<file path="src/rtl/sched_pkg.sv">
`default_nettype none
// +-----------------------------------------------------------------+
// | sched_pkg : shared types/constants for dual_issue_scheduler      |
// | Rev 1.0                                                          |
// +-----------------------------------------------------------------+
package sched_pkg;
  localparam int c_load_lat_def = 2;
  localparam int c_stat_w       = 32;
  // Tracker rd storage width; must be >= REG_AW of the instantiating design.
  localparam int c_rd_w         = 8;

  typedef enum logic [0:0] {
    SCHED_PAIR = 1'b0,
    SCHED_HI   = 1'b1
  } sched_state_t;

  typedef struct packed {
    logic              valid;
    logic [c_rd_w-1:0] rd;
  } trk_entry_t;
endpackage
`default_nettype wire

</file>
<file path="src/rtl/dual_issue_scheduler_load_tracker.sv">
`default_nettype none
// +-----------------------------------------------------------------+
// | load_tracker : LOAD_LAT-deep shift register of in-flight load rd |
// | with four busy lookups (two sources per slot).  Rev 1.0          |
// +-----------------------------------------------------------------+
module load_tracker
  import sched_pkg::*;
#(
  parameter int LOAD_LAT = c_load_lat_def,
  parameter int REG_AW   = 5
) (
  input  logic              clk,
  input  logic              reset,
  input  logic              push_valid,
  input  logic [REG_AW-1:0] push_rd,
  input  logic [REG_AW-1:0] s0_rs1,
  input  logic [REG_AW-1:0] s0_rs2,
  input  logic [REG_AW-1:0] s1_rs1,
  input  logic [REG_AW-1:0] s1_rs2,
  output logic              s0_busy1,
  output logic              s0_busy2,
  output logic              s1_busy1,
  output logic              s1_busy2
);
  trk_entry_t        r_trk [LOAD_LAT];
  logic [REG_AW-1:0] w_q   [4];
  logic [3:0]        w_hit;

  always_ff @(posedge clk) begin
    if (reset) begin
      for (int i = 0; i < LOAD_LAT; i++) r_trk[i] <= '0;
    end else begin
      // x0 is never tracked, so a load to x0 cannot cause a stall
      r_trk[0].valid <= push_valid && (push_rd != '0);
      r_trk[0].rd    <= c_rd_w'(push_rd);
      for (int i = 1; i < LOAD_LAT; i++) r_trk[i] <= r_trk[i-1];
    end
  end

  assign w_q[0] = s0_rs1;
  assign w_q[1] = s0_rs2;
  assign w_q[2] = s1_rs1;
  assign w_q[3] = s1_rs2;

  always_comb begin
    w_hit = '0;
    for (int q = 0; q < 4; q++) begin
      for (int i = 0; i < LOAD_LAT; i++) begin
        if ((w_q[q] != '0) && r_trk[i].valid && (r_trk[i].rd == c_rd_w'(w_q[q])))
          w_hit[q] = 1'b1;
      end
    end
  end

  assign s0_busy1 = w_hit[0];
  assign s0_busy2 = w_hit[1];
  assign s1_busy1 = w_hit[2];
  assign s1_busy2 = w_hit[3];
endmodule
`default_nettype wire

</file>
<file path="src/rtl/dual_issue_scheduler.sv">
`default_nettype none
// +-----------------------------------------------------------------+
// | dual_issue_scheduler : in-order two-lane issue control.          |
// | Optional SCHED_STATS_EN adds stat counters.  Rev 1.0             |
// +-----------------------------------------------------------------+
module dual_issue_scheduler
  import sched_pkg::*;
#(
  parameter int LOAD_LAT = c_load_lat_def,
  parameter int REG_AW   = 5
) (
  input  logic              clk,
  input  logic              reset,
  input  logic              pair_valid,
  output logic              pair_ready,
  input  logic              s1_valid,
  input  logic [REG_AW-1:0] s0_rd,
  input  logic [REG_AW-1:0] s0_rs1,
  input  logic [REG_AW-1:0] s0_rs2,
  input  logic              s0_use1,
  input  logic              s0_use2,
  input  logic              s0_regwrite,
  input  logic              s0_load,
  input  logic              s0_store,
  input  logic              s0_ctrl,
  input  logic [REG_AW-1:0] s1_rd,
  input  logic [REG_AW-1:0] s1_rs1,
  input  logic [REG_AW-1:0] s1_rs2,
  input  logic              s1_use1,
  input  logic              s1_use2,
  input  logic              s1_regwrite,
  input  logic              s1_load,
  input  logic              s1_store,
  input  logic              s1_ctrl,
  input  logic              redirect,
  output logic              lane0_valid,
  output logic              lane0_sel,
  output logic              lane1_valid
`ifdef SCHED_STATS_EN
  ,
  output logic [c_stat_w-1:0] stat_dual,
  output logic [c_stat_w-1:0] stat_stall,
  output logic [c_stat_w-1:0] stat_flush
`endif
);
  sched_state_t      r_state, w_next;
  logic              w_b01, w_b02, w_b11, w_b12;
  logic              w_hz0, w_hz1, w_s1_reads_rd0, w_coissue;
  logic              w_push_valid;
  logic [REG_AW-1:0] w_push_rd;
  logic              w_unused;

  // The single branch unit only matters when s0 is a branch; s1_ctrl needs no check.
  assign w_unused = s1_ctrl;

  load_tracker #(.LOAD_LAT(LOAD_LAT), .REG_AW(REG_AW)) u_trk (
    .clk        (clk),
    .reset      (reset),
    .push_valid (w_push_valid),
    .push_rd    (w_push_rd),
    .s0_rs1     (s0_rs1),
    .s0_rs2     (s0_rs2),
    .s1_rs1     (s1_rs1),
    .s1_rs2     (s1_rs2),
    .s0_busy1   (w_b01),
    .s0_busy2   (w_b02),
    .s1_busy1   (w_b11),
    .s1_busy2   (w_b12)
  );

  assign w_hz0 = (s0_use1 && w_b01) || (s0_use2 && w_b02);
  assign w_hz1 = (s1_use1 && w_b11) || (s1_use2 && w_b12);
  assign w_s1_reads_rd0 = (s1_use1 && (s1_rs1 == s0_rd)) || (s1_use2 && (s1_rs2 == s0_rd));
  assign w_coissue = s1_valid && !w_hz1 && !s0_ctrl
                  && !((s0_load || s0_store) && (s1_load || s1_store))
                  && !(s0_regwrite && (s0_rd != '0) && w_s1_reads_rd0)
                  && !(s0_regwrite && s1_regwrite && (s0_rd == s1_rd));

  always_ff @(posedge clk) begin
    if (reset) r_state <= SCHED_PAIR;
    else       r_state <= w_next;
  end

  always_comb begin
    lane0_valid  = 1'b0;
    lane0_sel    = 1'b0;
    lane1_valid  = 1'b0;
    pair_ready   = 1'b0;
    w_next       = r_state;
    w_push_valid = 1'b0;
    w_push_rd    = s0_rd;
    if (reset) begin
      w_next = SCHED_PAIR;
    end else if (redirect) begin
      // Flush: the held pair (and any pending s1) is discarded
      pair_ready = 1'b1;
      w_next     = SCHED_PAIR;
    end else begin
      case (r_state)
        SCHED_PAIR: begin
          if (pair_valid && !w_hz0) begin
            lane0_valid = 1'b1;
            lane1_valid = w_coissue;
            if (w_coissue || !s1_valid) pair_ready = 1'b1;
            else                        w_next     = SCHED_HI;
            if (s0_load) begin
              w_push_valid = 1'b1;
              w_push_rd    = s0_rd;
            end else if (w_coissue && s1_load) begin
              w_push_valid = 1'b1;
              w_push_rd    = s1_rd;
            end
          end
        end
        SCHED_HI: begin
          if (!w_hz1) begin
            lane0_valid  = 1'b1;
            lane0_sel    = 1'b1;
            pair_ready   = 1'b1;
            w_next       = SCHED_PAIR;
            w_push_valid = s1_load;
            w_push_rd    = s1_rd;
          end
        end
        default: w_next = SCHED_PAIR;
      endcase
    end
  end

`ifdef SCHED_STATS_EN
  logic [c_stat_w-1:0] r_dual, r_stall, r_flush;

  always_ff @(posedge clk) begin
    if (reset) begin
      r_dual  <= '0;
      r_stall <= '0;
      r_flush <= '0;
    end else begin
      if (lane0_valid && lane1_valid && (r_dual != '1))
        r_dual <= r_dual + c_stat_w'(1);
      if (pair_valid && !lane0_valid && !redirect && (r_stall != '1))
        r_stall <= r_stall + c_stat_w'(1);
      if (redirect && (r_flush != '1))
        r_flush <= r_flush + c_stat_w'(1);
    end
  end

  assign stat_dual  = r_dual;
  assign stat_stall = r_stall;
  assign stat_flush = r_flush;
`endif
endmodule
`default_nettype wire

</file>
<file path="config.mk">
export PLATFORM = sky130hd
export DESIGN_NAME = dual_issue_scheduler
export DESIGN_NICKNAME = d
export VERILOG_FILES = /design/src/rtl/sched_pkg.sv /design/src/rtl/dual_issue_scheduler_load_tracker.sv /design/src/rtl/dual_issue_scheduler.sv
export SDC_FILE = /design/constraint.sdc
export NUM_CORES = 1
export LEC_CHECK = 0
export CAP_MARGIN = 30
export CELL_PAD_IN_SITES_DETAIL_PLACEMENT = 0
export CELL_PAD_IN_SITES_GLOBAL_PLACEMENT = 1
export CORE_AREA = 10 10 79 81
export DETAILED_ROUTE_END_ITERATION = 8
export DIE_AREA = 0 0 89 91
export PLACE_DENSITY = 0.88
export SYNTH_ARGS = -nofsm -noshare
export SYNTH_HDL_FRONTEND = slang
export SYNTH_HIERARCHICAL = 1
export SYNTH_SLANG_ARGS = --single-unit
</file>
<file path="constraint.sdc">
create_clock -name clk -period 3.4 [get_ports clk]
set_input_delay 0.34 -clock clk [delete_from_list [all_inputs] [get_ports clk]]
set_output_delay 0.34 -clock clk [all_outputs]
set_load 0.03 [all_outputs]
</file>
== Yosys cells after proc, flatten, opt, wreduce, memory -nomap -nowiden ==
Memory sizes are Yosys's and may differ from the RTL's.
Index checks and enable logic that the tools add are counted.
Widths: inputs -> output; s select.
Word-level totals
  logic and storage cells: 121
  bits in registers: 1
  memory bits (writable): 18
  memories kept: 1
  output and inout port bits: 4
  input bits: 47
Memory list
  u_trk.r_trk: depth 2, bits a word 9, rd ports 2, clocked after memory_dff 0, wr ports 2, RTL line dual_issue_scheduler_load_tracker.sv:25  | trk_entry_t r_trk [LOAD_LAT];
Operators by class
  bitwise logic cells: 4
  reduce and logical (&&, ||, !) cells: 55
  muxes and demuxes: 49
  eq/ne operators: 11
Operators by type and width (number)
  $eq 8x5->1: 8
  $mux 1: 36
  $logic_and 1x1->1: 35
  $mux 5: 6
  $reduce_bool 5->1: 6
  $eq 5x5->1: 3
  $pmux 5 s2: 1
  $mux 9: 1
  $mux 8: 1
  $pmux 1 s2: 4
  $logic_not 1->1: 7
  $logic_or 1x1->1: 6
  $or 1x1->1: 3
  $reduce_or 2->1: 1
  $not 1->1: 1

== Longest topological paths before layout ==
  depth in word-level cells: 23
  gate-level depth with buffers: 13
  mapped depth without buffers: 12

== By module ==
Netlist, hierarchy kept.
By module, submodules not included
  load_tracker: area each 904.6 µm², cells each 100, instances 1
  dual_issue_scheduler: area each 581.8 µm², cells each 82, instances 1

== Worst setup path after synthesis ==
No wires, ideal clock.
  kind: in2reg
  from: input port s1_rs1[1]
  to: memory u_trk/r_trk[0][8] in the netlist's numbering
  stages on the path: 11
  slack: 513 ps
  arrival: 2756 ps
  library setup time: 131 ps
  data required time: 3269 ps
  buffers on the path: 0
  path through: or4_1 -> nor2_1 -> a21oi_1 -> a22oi_1 -> nand4b_1 -> a41oi_2 -> o2111a_2 -> o211ai_2 -> or4_1 -> nor2_1 -> nor3b_1
RTL lines
  from (decl): RTL line dual_issue_scheduler.sv:27  | input logic [REG_AW-1:0] s1_rs1,
  to (decl): RTL line dual_issue_scheduler_load_tracker.sv:25

==> flow_summary.json <==
{
  "holdPathStages": 2,
  "worstRegToRegCells": 13,
  "vias": 1511,
  "crit_path_start_kind": "input port",
  "overflow": 0,
  "critical_path_class": "in -> reg",
  "ios": 51,
  "die_area_um2": 8100,
  "ctsResizeCount": 0,
  "viasPerCell": 4.97,
  "path_cells": "clkdlybuf4s50_1, or4_1, nor2_1, a21oi_1, a22oi_1, nand4b_1, a41oi_2, o2111a_2, o211ai_2, or4_1, nor2_1, nor3b_1",
  "grt_pass1_wl_mm": 7.45,
  "r2r-start": "u_trk/r_trk[0][9]$_SDFF_PP0_",
  "maxCapViolCount": 0,
  "seqCellArea_um2": 260,
  "cp_data_arrival_time_ns": 3.23,
  "slew_headroom_pct": 65.3,
  "path_max_fanout": 4,
  "wl_mm": 4.48,
  "chipWidth_um": 89,
  "drt-initial-drc-count": 64,
  "ys_types": 34,
  "post-route-period-util_pct": 91.9,
  "coreArea_um2": 4660,
  "p_leak_nw": 0.897,
  "fillers": 467,
  "clk_pin_slew_ns": 0.05,
  "syn_avg_cell_area_um2": 8.17,
  "die_h_um": 91,
  "area_delta_synth_final_pct": 47.9,
  "syn_nets": 229,
  "peakVddDrop_uv": 106,
  "drc": 0,
  "portBuffers": 49,
  "power_density_nw_per_um2": 226,
  "clockRootBuffer": "clkbuf_8",
  "start_util_pct": 31.9,
  "numCtsBuffers": 3,
  "cts_sinks": 13,
  "r2r_slack_ns": 0.55,
  "fin_worst_skew_ns": 0.00333,
  "tritoncts": "done",
  "synth-seq-cells": 13,
  "clock_path_buffers": 2,
  "track_usage_pct": 11.2,
  "hold_start": "r_state$_SDFF_PP0_",
  "grt_antenna_before_repair": 0,
  "synthCells": 182,
  "finalHoldViolCount": 0,
  "final_net_count": 298,
  "ys_warn_count": 6,
  "fin_crit_ns": 3.12,
  "drt_pass1_iterations": 4,
  "htree_num_levels": 1,
  "layout-drive-gt1-share_pct": 18.0,
  "rsz0062_at_grt": "no",
  "status": "complete, no violations",
  "grt_pass1_vias": 1580,
  "finalSetupTns_ns": 0,
  "multiInputGateArea_um2": 1160,
  "hold_path.class": "reg -> reg",
  "gp_congestion": 0.839,
  "maxSlewViolCount": 0,
  "clock_latency_ns": 0.24,
  "fmax_mhz": 320,
  "synth_area_um2": 1490,
  "setup_ws_ns": 0.275,
  "ys_seq_area_share_pct": 17.5,
  "ant_nets": 0,
  "ys.flop_type": "dfxtp_1",
  "dp_hpwl_mm": 3.73,
  "whs_endpoint": "r_state$_SDFF_PP0_",
  "worst_slew_pin_slew_ns": 0.520,
  "r2r_end": "u_trk/r_trk[0][8]$_SDFF_PP0_",
  "postCtsHoldBufs": 0,
  "grt_max_degree": 17,
  "synth_edf_count": 0,
  "diodes": 0,
  "wl_per_cell_um": 14.7,
  "finalSetupViolations": 0,
  "synthArstFlopShare_pct": 0,
  "crit_path_max_incr_delay_ns": 0.54,
  "cp-end-kind": "flip-flop",
  "worstPathRequired_ns": 3.51,
  "rows": 25,
  "post-place-ws_ns": -0.0305,
  "postCtsSetupRepairBufs": 0,
  "cpMaxStageDelayCell": "or4_1"
}
where the power goes:
part	switching, W	total [W]	internal [W]
combinational	0.0000815	0.000189	0.000108
sequential	0.0000135	0.000173	0.000159
clock	0.0000534	0.000134	0.0000808
area by class of cell:
| type | instances | area share, % |
|---|---|---|
| multi-input combinational | 159 | 52.9 |
| timing repair buffer | 71 | 29.6 |
| sequential | 13 | 11.8 |
| tap | 54 | 3.07 |
| clock buffer | 3 | 1.88 |
| inverter | 3 | 0.512 |
| clock inverter | 1 | 0.228 |
layout by cell type (no fill, tap or decap), drive strengths merged:
cell type	n
a22oi	3
nand3	10
o2111a	1
xnor2	11
or4	6
inv	3
and2	1
nor3	1
clkinv	1
or2	2
o21ai	2
buf	25
o22ai	3
o2bb2ai	1
nand4b	1
dlymetal6s2s	1
nand2	18
dfxtp	13
nor4	11
nor2	12
a21oi	5
a41oi	1
nor2b	13
nor3b	1
xor2	44
clkdlybuf4s50	45
clkbuf	3
o31ai	1
o211ai	10
a32oi	1
per-stage QoR:
step                utilization [%]  hold slack, ns  std cells  instance area (µm²)  power [W]
finish                         47.2           0.506        304                 2200   0.000496
global route                   47.2           0.528        304                 2200   0.000524
CTS                            47.0           0.505        304                 2190   0.000501
detailed placement             46.0           0.497        300                 2140   0.000365
global placement               46.0           0.486        300                 2140   0.000362
floorplan                         -           0.412        182                 1490   0.000264
cell usage after synthesis (2+ instances only):
master | count | area, µm²
nor4_1 | 7 | 43.8
o211ai_2 | 5 | 62.6
a22oi_1 | 3 | 22.5
nand3_1 | 10 | 50.1
nor2b_1 | 13 | 81.3
dfxtp_1 | 13 | 260
xnor2_1 | 11 | 96.3
xor2_1 | 44 | 385
nor4_2 | 4 | 50.1
nor2_1 | 12 | 45.0
buf_6 | 3 | 33.8
or4_1 | 5 | 37.5
buf_4 | 2 | 15.0
o211ai_1 | 5 | 37.5
a21oi_1 | 5 | 25.0
inv_1 | 3 | 11.3
o22ai_1 | 3 | 18.8
nand2_1 | 18 | 67.6
flip-flops by register name, indices dropped and copies added, names as in the netlist:
register	count
r_state	1
u_trk/r_trk	12
routing by layer:
metal  vias to the layer above  global-route usage [%]  wire length, µm
met5                         -                       0                0
met4                         0                    2.52               42
met3                         6                    4.02              339
met2                        35                    19.0             2200
met1                       693                    13.2             1900
li1                        777                       -                -
cells by family after synthesis:
family	after synthesis	share of synthesized area, %
xor gates and xnor gates	55	32.4
DFF	13	17.5
AOI/OAI and AO/OA	28	16.8
buffers and inverters	10	4.63
and+or+nand+nor	76	28.7
critical path, delay by kind of cell:
kind,cells,cell delay (ns)
buf+inv,1,0.42
simple gates,6,1.49
compound gates,5,1.00
worst max-delay path by stage:
stage,start,end
floorplan,s1_rs1[1],u_trk/r_trk[0][8]$_SDFF_PP0_
global placement,s0_rs2[1],u_trk/r_trk[0][8]$_SDFF_PP0_
detailed placement,s0_rs2[1],u_trk/r_trk[0][8]$_SDFF_PP0_
CTS,s0_rs2[1],lane0_valid
global route,s0_rs2[4],u_trk/r_trk[0][8]$_SDFF_PP0_
finish,s1_rs1[1],u_trk/r_trk[0][8]$_SDFF_PP0_
(Power assumes the default switching activity.)
